<file path="src/rtl/encode_pack_pkg.sv">
// encode_pkg: shared types and width helpers for the encode_pack bit packer.
//   state_e    - packer FSM states (RUN / FLUSH / DONE)
//   acc_width  - ACC_W  = OUT_W + CODE_W - 1, widest bit backlog the accumulator holds
//   cnt_width  - CNTB_W = $clog2(OUT_W + CODE_W), width of the bit counter
package encode_pkg;

    typedef enum logic [1:0] {
        RUN   = 2'd0,
        FLUSH = 2'd1,
        DONE  = 2'd2
    } state_e;

    function automatic int acc_width(input int out_w, input int code_w);
        return out_w + code_w - 1;
    endfunction

    function automatic int cnt_width(input int out_w, input int code_w);
        return $clog2(out_w + code_w);
    endfunction

endpackage

</file>
<file path="src/rtl/encode_pack_acc.sv">
// encode_pack_acc: bit accumulator for the packer.
//   Holds the pending code bits (newest in the LSBs) and their count, masks
//   incoming codes to code_len bits, and extracts the oldest OUT_W bits
//   (word_o) or the zero-padded remainder (tail_word_o).
// Ports:
//   clk, rst_n, ce   clock, synchronous active-low reset, clock enable
//   accept_i         append code_data_i[code_len_i-1:0] this cycle
//   code_data_i      right-aligned code, bits at/above code_len_i ignored
//   code_len_i       number of valid code bits (0..CODE_W)
//   emit_i           oldest OUT_W bits leave this cycle
//   tail_i           remaining (< OUT_W) bits leave this cycle
//   full_o           at least OUT_W bits pending
//   empty_o          no bits pending
//   cnt_avail_o      bit count left after this cycle's emit
//   word_o           oldest OUT_W pending bits, first bit in MSB
//   tail_word_o      remaining bits left-justified, LSBs zero
module encode_pack_acc
    import encode_pkg::*;
#(
    parameter int OUT_W  = 16,
    parameter int CODE_W = 13,
    parameter int LEN_W  = 4,
    // Derived widths; leave at their defaults.
    parameter int ACC_W  = acc_width(OUT_W, CODE_W),
    parameter int CNTB_W = cnt_width(OUT_W, CODE_W)
) (
    input  logic              clk,
    input  logic              rst_n,
    input  logic              ce,
    input  logic              accept_i,
    input  logic [CODE_W-1:0] code_data_i,
    input  logic [LEN_W-1:0]  code_len_i,
    input  logic              emit_i,
    input  logic              tail_i,
    output logic              full_o,
    output logic              empty_o,
    output logic [CNTB_W-1:0] cnt_avail_o,
    output logic [OUT_W-1:0]  word_o,
    output logic [OUT_W-1:0]  tail_word_o
);

    localparam logic [CNTB_W-1:0] OUT_WC = CNTB_W'(OUT_W);

    logic [ACC_W-1:0]  acc_q, acc_d;
    logic [CNTB_W-1:0] cnt_q, cnt_d;
    logic [CODE_W-1:0] code_mask;
    logic [CODE_W-1:0] code_masked;

    // A shift by CODE_W clears the ones, so len == CODE_W keeps every bit.
    assign code_mask   = ~({CODE_W{1'b1}} << code_len_i);
    assign code_masked = code_data_i & code_mask;

    assign full_o      = (cnt_q >= OUT_WC);
    assign empty_o     = (cnt_q == '0);
    assign cnt_avail_o = emit_i ? cnt_q - OUT_WC : cnt_q;

    // Bits above cnt_q are stale history; both extractors truncate them away.
    assign word_o      = OUT_W'(acc_q >> (cnt_q - OUT_WC));
    assign tail_word_o = OUT_W'(acc_q << (OUT_WC - cnt_q));

    // NOTE: every variable driven here gets a default first, so no path can
    // leave it unassigned and infer a latch.
    always_comb begin
        acc_d = acc_q;
        cnt_d = cnt_avail_o;
        if (tail_i) begin
            cnt_d = '0;
        end
        // Emit reads the pre-shift acc_q, so accept and emit can share a cycle.
        if (accept_i) begin
            acc_d = (acc_q << code_len_i) | ACC_W'(code_masked);
            cnt_d = cnt_d + CNTB_W'(code_len_i);
        end
    end

    // NOTE: state registers use non-blocking assignments so every flop samples
    // pre-edge values regardless of statement order.
    always_ff @(posedge clk) begin
        if (!rst_n) begin
            acc_q <= '0;
            cnt_q <= '0;
        end else if (ce) begin
            acc_q <= acc_d;
            cnt_q <= cnt_d;
        end
    end

endmodule

</file>
<file path="src/rtl/encode_pack.sv">
// encode_pack: packs variable-length MSB-first codes into OUT_W-bit words.
// Ports:
//   clk, rst_n, ce          clock, synchronous active-low reset, clock enable
//   code_valid/code_ready   input code handshake
//   code_data, code_len     right-aligned code and its length (0..CODE_W)
//   finish                  end of stream, honoured only in RUN
//   data_o, valid_o         packed output word, first code bit in MSB
//   out_ready               downstream accepts when valid_o & out_ready & ce
//   done_o                  one-cycle pulse once the stream is fully emitted
//   word_cnt                words handed off in the current stream (saturating)
module encode_pack
    import encode_pkg::*;
#(
    parameter int OUT_W  = 16,
    parameter int CODE_W = 13,
    parameter int LEN_W  = 4,
    parameter int CNT_W  = 21
) (
    input  logic              clk,
    input  logic              rst_n,
    input  logic              ce,
    input  logic              code_valid,
    input  logic [CODE_W-1:0] code_data,
    input  logic [LEN_W-1:0]  code_len,
    output logic              code_ready,
    input  logic              finish,
    output logic [OUT_W-1:0]  data_o,
    output logic              valid_o,
    input  logic              out_ready,
    output logic              done_o,
    output logic [CNT_W-1:0]  word_cnt
);

    localparam int CNTB_W = cnt_width(OUT_W, CODE_W);
    localparam logic [CNTB_W-1:0] OUT_WC = CNTB_W'(OUT_W);

    state_e             state_q, state_d;
    logic [OUT_W-1:0]   data_q;
    logic               valid_q;
    logic [CNT_W-1:0]   word_cnt_q;

    logic               full, empty;
    logic [CNTB_W-1:0]  cnt_avail;
    logic [OUT_W-1:0]   word, tail_word;
    logic               out_free, emit, tail, accept, handshake;

    // The output register can take a word when empty or being drained now.
    assign out_free  = !valid_q || out_ready;
    assign emit      = ce && full && out_free;
    assign tail      = ce && (state_q == FLUSH) && !full && !empty && out_free;
    assign accept    = code_valid && code_ready;
    assign handshake = ce && valid_q && out_ready;

    encode_pack_acc #(
        .OUT_W  (OUT_W),
        .CODE_W (CODE_W),
        .LEN_W  (LEN_W)
    ) u_acc (
        .clk         (clk),
        .rst_n       (rst_n),
        .ce          (ce),
        .accept_i    (accept),
        .code_data_i (code_data),
        .code_len_i  (code_len),
        .emit_i      (emit),
        .tail_i      (tail),
        .full_o      (full),
        .empty_o     (empty),
        .cnt_avail_o (cnt_avail),
        .word_o      (word),
        .tail_word_o (tail_word)
    );

    // FSM state register
    always_ff @(posedge clk) begin
        if (!rst_n) begin
            state_q <= RUN;
        end else if (ce) begin
            state_q <= state_d;
        end
    end

    // FSM next state
    always_comb begin
        state_d = state_q;
        unique case (state_q)
            RUN:     if (finish) state_d = FLUSH;
            // Leave only once every bit has been handed off downstream.
            FLUSH:   if (empty && !valid_q) state_d = DONE;
            DONE:    state_d = RUN;
            default: state_d = RUN;
        endcase
    end

    // FSM outputs
    always_comb begin
        done_o     = (state_q == DONE);
        code_ready = ce && (state_q == RUN) && (cnt_avail < OUT_WC);
    end

    // Output register and per-stream word counter
    always_ff @(posedge clk) begin
        if (!rst_n) begin
            data_q     <= '0;
            valid_q    <= 1'b0;
            word_cnt_q <= '0;
        end else if (ce) begin
            if (emit) begin
                data_q  <= word;
                valid_q <= 1'b1;
            end else if (tail) begin
                data_q  <= tail_word;
                valid_q <= 1'b1;
            end else if (handshake) begin
                valid_q <= 1'b0;
            end

            if (state_q == DONE) begin
                word_cnt_q <= '0;
            end else if (handshake && !(&word_cnt_q)) begin
                word_cnt_q <= word_cnt_q + CNT_W'(1);
            end
        end
    end

    assign data_o   = data_q;
    assign valid_o  = valid_q;
    assign word_cnt = word_cnt_q;

endmodule

</file>
<file path="config.mk">
export PLATFORM = sky130hd
export DESIGN_NAME = encode_pack
export DESIGN_NICKNAME = d
export VERILOG_FILES = /design/src/rtl/encode_pack_pkg.sv /design/src/rtl/encode_pack_acc.sv /design/src/rtl/encode_pack.sv
export SDC_FILE = /design/constraint.sdc
export NUM_CORES = 1
export LEC_CHECK = 0
export BUFFER_PORTS_ARGS = -buffer_cell sky130_fd_sc_hd__buf_4
export CAP_MARGIN = 25
export CORE_UTILIZATION = 40
export CTS_BUF_LIST = sky130_fd_sc_hd__clkbuf_4
export CTS_CLUSTER_SIZE = 8
export DETAILED_ROUTE_END_ITERATION = 7
export MAX_ROUTING_LAYER = met4
export PLACE_DENSITY = 0.62
export SETUP_SLACK_MARGIN = 0.1
export SKIP_LAST_GASP = 1
export SLEW_MARGIN = 20
export SYNTH_ARGS = -nofsm -noshare
export SYNTH_HDL_FRONTEND = slang
export SYNTH_SLANG_ARGS = --single-unit
</file>
<file path="constraint.sdc">
create_clock -name clk -period 7.7 [get_ports clk]
set_input_delay 0.77 -clock clk [delete_from_list [all_inputs] [get_ports clk]]
set_output_delay 0.77 -clock clk [all_outputs]
set_load 0.01 [all_outputs]
</file>
# Word level (Yosys, flattened, before mapping)
# Cells that the tools add are included.
totals:
  output_inout_bits: 40
  rom_bits: 0
  ff_bits: 73
  ramBits: 0
  latch_bits: 0
  mem_count: 0
  in_bits: 23
op_classes:
  order_cmp: 2
  mul: 0
  div: 0
  n_eq_ne: 4
  shift: 4
  n_addsub: 4
  bitwise_logic: 3
  n_reduce_logical: 29
  mux: 13
op_table:
  columns: ["op", "count"]
  rows:
  - ["21-bit 2-to-1 mux", 2]
  - ["16-bit 2-to-1 mux", 2]
  - ["28-bit by 13-bit bitwise OR with 28-bit output", 1]
  - ["28-bit by 4-bit left shift with 28-bit output", 1]
  - ["28-bit by 5-bit left shift with 16-bit output", 1]
  - ["28-bit by 5-bit right shift with 16-bit output", 1]
  - ["21-bit by 1-bit adder with 21-bit output, second input constant", 1]
  - ["21-bit AND reduction", 1]
  - ["5-bit 2-to-1 mux", 3]
  - ["13-bit bitwise AND", 1]
  - ["1-bit logical AND", 13]
  - ["13-bit NOT", 1]
  - ["13-bit by 4-bit left shift with 13-bit output, first input constant", 1]
  - ["2-bit AND reduction", 4]
  - ["5-bit by 4-bit adder with 5-bit output", 1]
  - ["5-bit >= comparator, second input constant", 1]
  - ["5-bit logical NOT", 1]
  - ["5-bit less-than comparator, second input constant", 1]
  - ["5-bit subtractor, first input constant", 1]
  - ["5-bit subtractor, second input constant", 1]
  - ["1-bit logical NOT", 4]
  - ["2-bit 2-to-1 mux", 2]
  - ["2-bit case mux with 2 select lines", 1]
  - ["2-bit nonzero test", 2]
  - ["9 further kinds", 11]

# Logic depth before layout (Yosys ltp)
logic_depth:
  depth_word: 8
  depth_mapped: 17
  mapped_depth_nobuf: 14

# Cells and area by module
# A second synthesis with hierarchy kept.
unflattened:
  hier_cells: 830
  hier_area_um2: 7343.3
modules_own_cells:
  columns: ["mod", "seq_area_each_um2", "area_per_inst_um2", "cells_each", "n_inst"]
  rows:
  - ["encode_pack_acc", 660.6, 5296.3, 589, 1]
  - ["encode_pack", 800.8, 2047.0, 241, 1]

# Worst setup path before layout
# No wires, ideal clock.
synth_path:
  kind: "register to register"
  start: "register u_acc.cnt_q[0]"
  end: "register u_acc.cnt_q[4]"
  setup_ns: 0.132
  path_stages_with_launch: 18
  required_time_ns: 7.568
  n_path_buf: 3
  t_arrival_ns: 3.344
  slack_ns: 4.224
  cell_sequence: "dfxtp_1 buf_2 buf_4 inv_2 buf_2 ha_1 nor3b_1 ha_1 nor4b_2 nand4_1 and2_1 ha_1 inv_1 fa_1 nor2b_1 o21a_1 o21ai_0 a21oi_1"
synth_via:
  elab_chain_len: 8
  elab_cells_between_ends: 17
  cone_classes: "2 x add/sub; 2 x order compare; 3 x mux; 10 x reduce/logical"
synth_lines:
  columns: ["item", "line", "source"]
  rows:
  - ["start, declared", "encode_pack_acc.sv:45", "logic [CNTB_W-1:0] cnt_q, cnt_d;"]
  - ["start signal, assigned", "encode_pack_acc.sv:84", "cnt_q <= cnt_d;"]
  - ["5-bit >= comparator", "encode_pack_acc.sv:53", "assign full_o = (cnt_q >= OUT_WC);"]
  - ["1-bit logical NOT or 1-bit logical AND (tied branches)", "encode_pack.sv:50, encode_pack.sv:49", null]
  - ["1-bit logical AND, on equally long branches", "encode_pack.sv:50, encode_pack.sv:49", null]
  - ["1-bit logical AND or 5-bit 2-to-1 mux (tied branches)", "encode_pack.sv:50, encode_pack_acc.sv:55", null]
  - ["1-bit logical AND or 5-bit less-than comparator (tied branches)", "encode_pack.sv:50, encode_pack.sv:98", null]
  - ["5-bit 2-to-1 mux or 1-bit logical AND (tied branches)", "encode_pack_acc.sv:66, encode_pack.sv:98", null]
  - ["5-bit by 4-bit adder with 5-bit output or 1-bit logical AND (tied branches)", "encode_pack_acc.sv:72, encode_pack.sv:51", null]
  - ["5-bit 2-to-1 mux *", "encode_pack_acc.sv:70", "if (accept_i) begin"]
# Mark *: on every way between the ends. The rest lies on a longest branch, timed or not.
# A chain may end at the register's enable or synchronous reset.

# Worst setup path after layout
# Ends and elaborated chain as after synthesis.

==> run_results.csv <==
group,metric,value,unit
timing,setup_violations,0,
setup_path,cp_slowest_cell,"buf_4",
timing,grt_setup_unrepaired,"false",
power,p_leak,2.608,nW
detailed_routing,drc,0,
global_route,antenna_found_initial,2,
clocking,clock_path_buffers,2,
synthesis,synthTopCellsByArea,"dfxtp_1 21%, mux4_2 19%, mux2i_1 10%",
cells_and_area,areaGrowthSynthToFinish,7.794,%
floorplan,die_x,133.2,um
cells_and_area,drive_gt1_share,22.69,%
synthesis,syn_inst,776,
synthesis,synth-simple-area-share,16.70,%
synthesis,syn-cell-area,6887,um2
clocking,numCtsBuffers,9,
timing,finalSetupTns,0,ns
timing,hold_viol_final,0,
clocking,post_cts_resized,0,
setup_path,max_stage_delay,0.50,ns
synthesis,yosys.area_share.xor_xnor,2.307,%
global_route,grt_pass1_vias,5652,
clocking,root_buffer,"clkbuf_4",
min_path,min_path_type,"reg2reg",
detailed_routing,via_per_inst,6.211,
synthesis,ys.flop_type,"dfxtp_1",
synthesis,synth_fa_ha_area_share,1.744,%
run_status,status,"finished clean",
setup_path,worstPathMaxFanout,47,
synthesis,synth_compound_area_share,18.19,%
placement,place_hpwl,13.55,mm
floorplan,core,16700,um2
synthesis,syn_area_per_cell,8.874,um2
power,powerDensity,126.2,nW/um2
clocking,ctsHoldBuffers,0,
run,cap_violations,0,
synthesis,ys_warn_count,0,
placement,gp_congestion,0.9233,
global_route,gr-total-overflow,0,
detailed_routing,first_pass_iters,5,
synthesis,async_flop_share,0,%
clocking,clock_sinks,73,
synthesis,yosysTopAreaCellShare,21.22,%
timing,finClkSkew,0.03363,ns
setup_path,cp-end-kind,"register",
floorplan,row_count,47,
setup_path,crit_arrival,4.39,ns
power,ir_drop,0.00007243,V
detailed_routing,finalWirelength,19.68,mm
detailed_routing,avgRoutedWirePerCell,19.64,um
clocking,clock_latency,0.49,ns
detailed_routing,num_vias,6223,
global_route,grt_max_degree,50,
timing,worst_slew_pin_slew,0.9264,ns
setup_path,critPathRequiredTime,8.02,ns
detailed_routing,ant_nets,0,
floorplan,ios,63,
synthesis,yosys.area.top_type,"dfxtp_1",
global_route,grt_first_pass_wirelength,31.53,mm
synthesis,synth_fp_nets,808,
clocking,cts_tree,"built",
detailed_routing,drtIter0Drc,459,
timing,period_minus_slack,4.072,ns
placement,io_buffers,62,
clocking,cts-htree-levels,3,
global_route,grt_usage,23.26,%
synthesis,synth-edff-count,0,
synthesis,yosysSeqAreaShare,21.22,%
clocking,cts_setup_buffers,0,
setup_path,path_common_cell,"ha_1",
synthesis,synth-seq-cells,73,
timing,relSlewSlack,38.24,%
timing,holdWs,0.4850,ns
setup_path,crit_type,"reg2reg",
cells_and_area,final_cell_mix,"70 x mux2i_1, 70 x dfxtp_1, 68 x buf_4",
floorplan,initial_core_util,41.23,%
synthesis,synth_cell_type_count,77,
clocking,clk_pin_slew,0.14,ns
timing,fin_crit_sh,52.88,%
synthesis,synth_top_family_by_area,"multiplexers",
timing,drv_slew,0,
synthesis,muxShareOfSynthArea,33.07,%
cells_and_area,final_nets,807,
setup_path,cp_cell_sequence,"buf_4, inv_2, ha_1, nor3b_1, ha_1, nor4b_2, nand4_1, and2_1, ha_1, inv_1, fa_1, nor2b_1, o21a_1, o21ai_0, a21oi_1",
floorplan,die-area,17740,um2
floorplan,die_h,133.2,um
setup_path,startpoint_type,"register",
timing,fmax,245.6,MHz
[layer usage]
layer / global-route usage (%) / vias to the layer above / wire length (um)
met1: 33.43 / 3008 / 9233
met4: 6.692 / 0 / 318
met3: 3.995 / 26 / 1250
li1: - / 2949 / -
met2: 33.28 / 240 / 8877
met5: - / - / 0
[metrics by stage]
| stage | area, um2 | power (mW) | setup WS, ns | instances | util, % |
|---|---|---|---|---|---|
| floorplan | 6887 | 0.6278 | 4.224 | 776 | - |
| global placement | 7277 | 0.6919 | 3.733 | 983 | 43.57 |
| detailed placement | 7277 | 0.6930 | 3.676 | 983 | 43.57 |
| CTS | 7413 | 0.9408 | 3.648 | 999 | 44.39 |
| global route | 7423 | 0.9879 | 3.249 | 1002 | 44.45 |
| finish | 7423 | 0.9371 | 3.628 | 1002 | 44.45 |
[power by group]
part | switching (mW) | internal, mW | total (mW)
logic | 0.155 | 0.118 | 0.273
clock network | 0.172 | 0.0763 | 0.249
registers | 0.0264 | 0.389 | 0.415
[cells by family after synthesis]
logic type,after synthesis
xor+xnor,16
flops,73
compound gates,198
simple gates,228
fa+ha+maj,9
mux,153
buf+inv,99
[flip-flops by register name (all words and copies together) (netlist names)]
name / cells
data_o: 16
word_cnt: 21
u_acc.cnt_q: 5
u_acc.acc_q: 28
state_q: 2
valid_o: 1
[layout make-up]
| cell class | instances | area (um2) |
|---|---|---|
| Timing Repair Buffer | 69 | 515.5 |
| Inverter | 18 | 67.56 |
| Fill cell | 1676 | 9278 |
| Clock buffer | 9 | 67.56 |
| Tap cell | 220 | 275.3 |
| Multi-Input combinational cell | 604 | 4959 |
| Clock inverter | 7 | 68.82 |
| Antenna cell | 2 | 5.005 |
| Sequential cell | 73 | 1465 |
[final timing paths]
check                                     from        endpoint  slack (ns)  cells past startpoint
worst max-delay path            u_acc.cnt_q[0]  u_acc.cnt_q[4]        3.63                     15
worst min register to register      data_o[12]      data_o[12]        0.49                      2
worst min-delay path                data_o[12]      data_o[12]        0.49                      2
worst max register to register  u_acc.cnt_q[0]  u_acc.cnt_q[4]        3.63                     15
[Yosys cell counts (14+ instances only)]
cell type and n:
dfxtp_1 73, mux2i_1 70, nand2_1 66, a21oi_1 62, mux4_2 57, nor2_1 55
clkbuf_1 52, o21ai_0 31, nand3_1 26, o21ai_1 24, mux2_2 23, inv_1 16
xnor2_1 14
[worst max-delay path, delay by kind of cell (launching register included)]
kind | cells | cell delay, ns
AO/OA/AOI/OAI | 3 | 0.38
adder cells (fa/ha/maj) | 4 | 1.00
buffers and inverters | 3 | 0.91
flip-flops | 1 | 0.34
AND/OR/NAND/NOR | 5 | 1.26
Note: power is estimated with default switching activity, not from simulation.
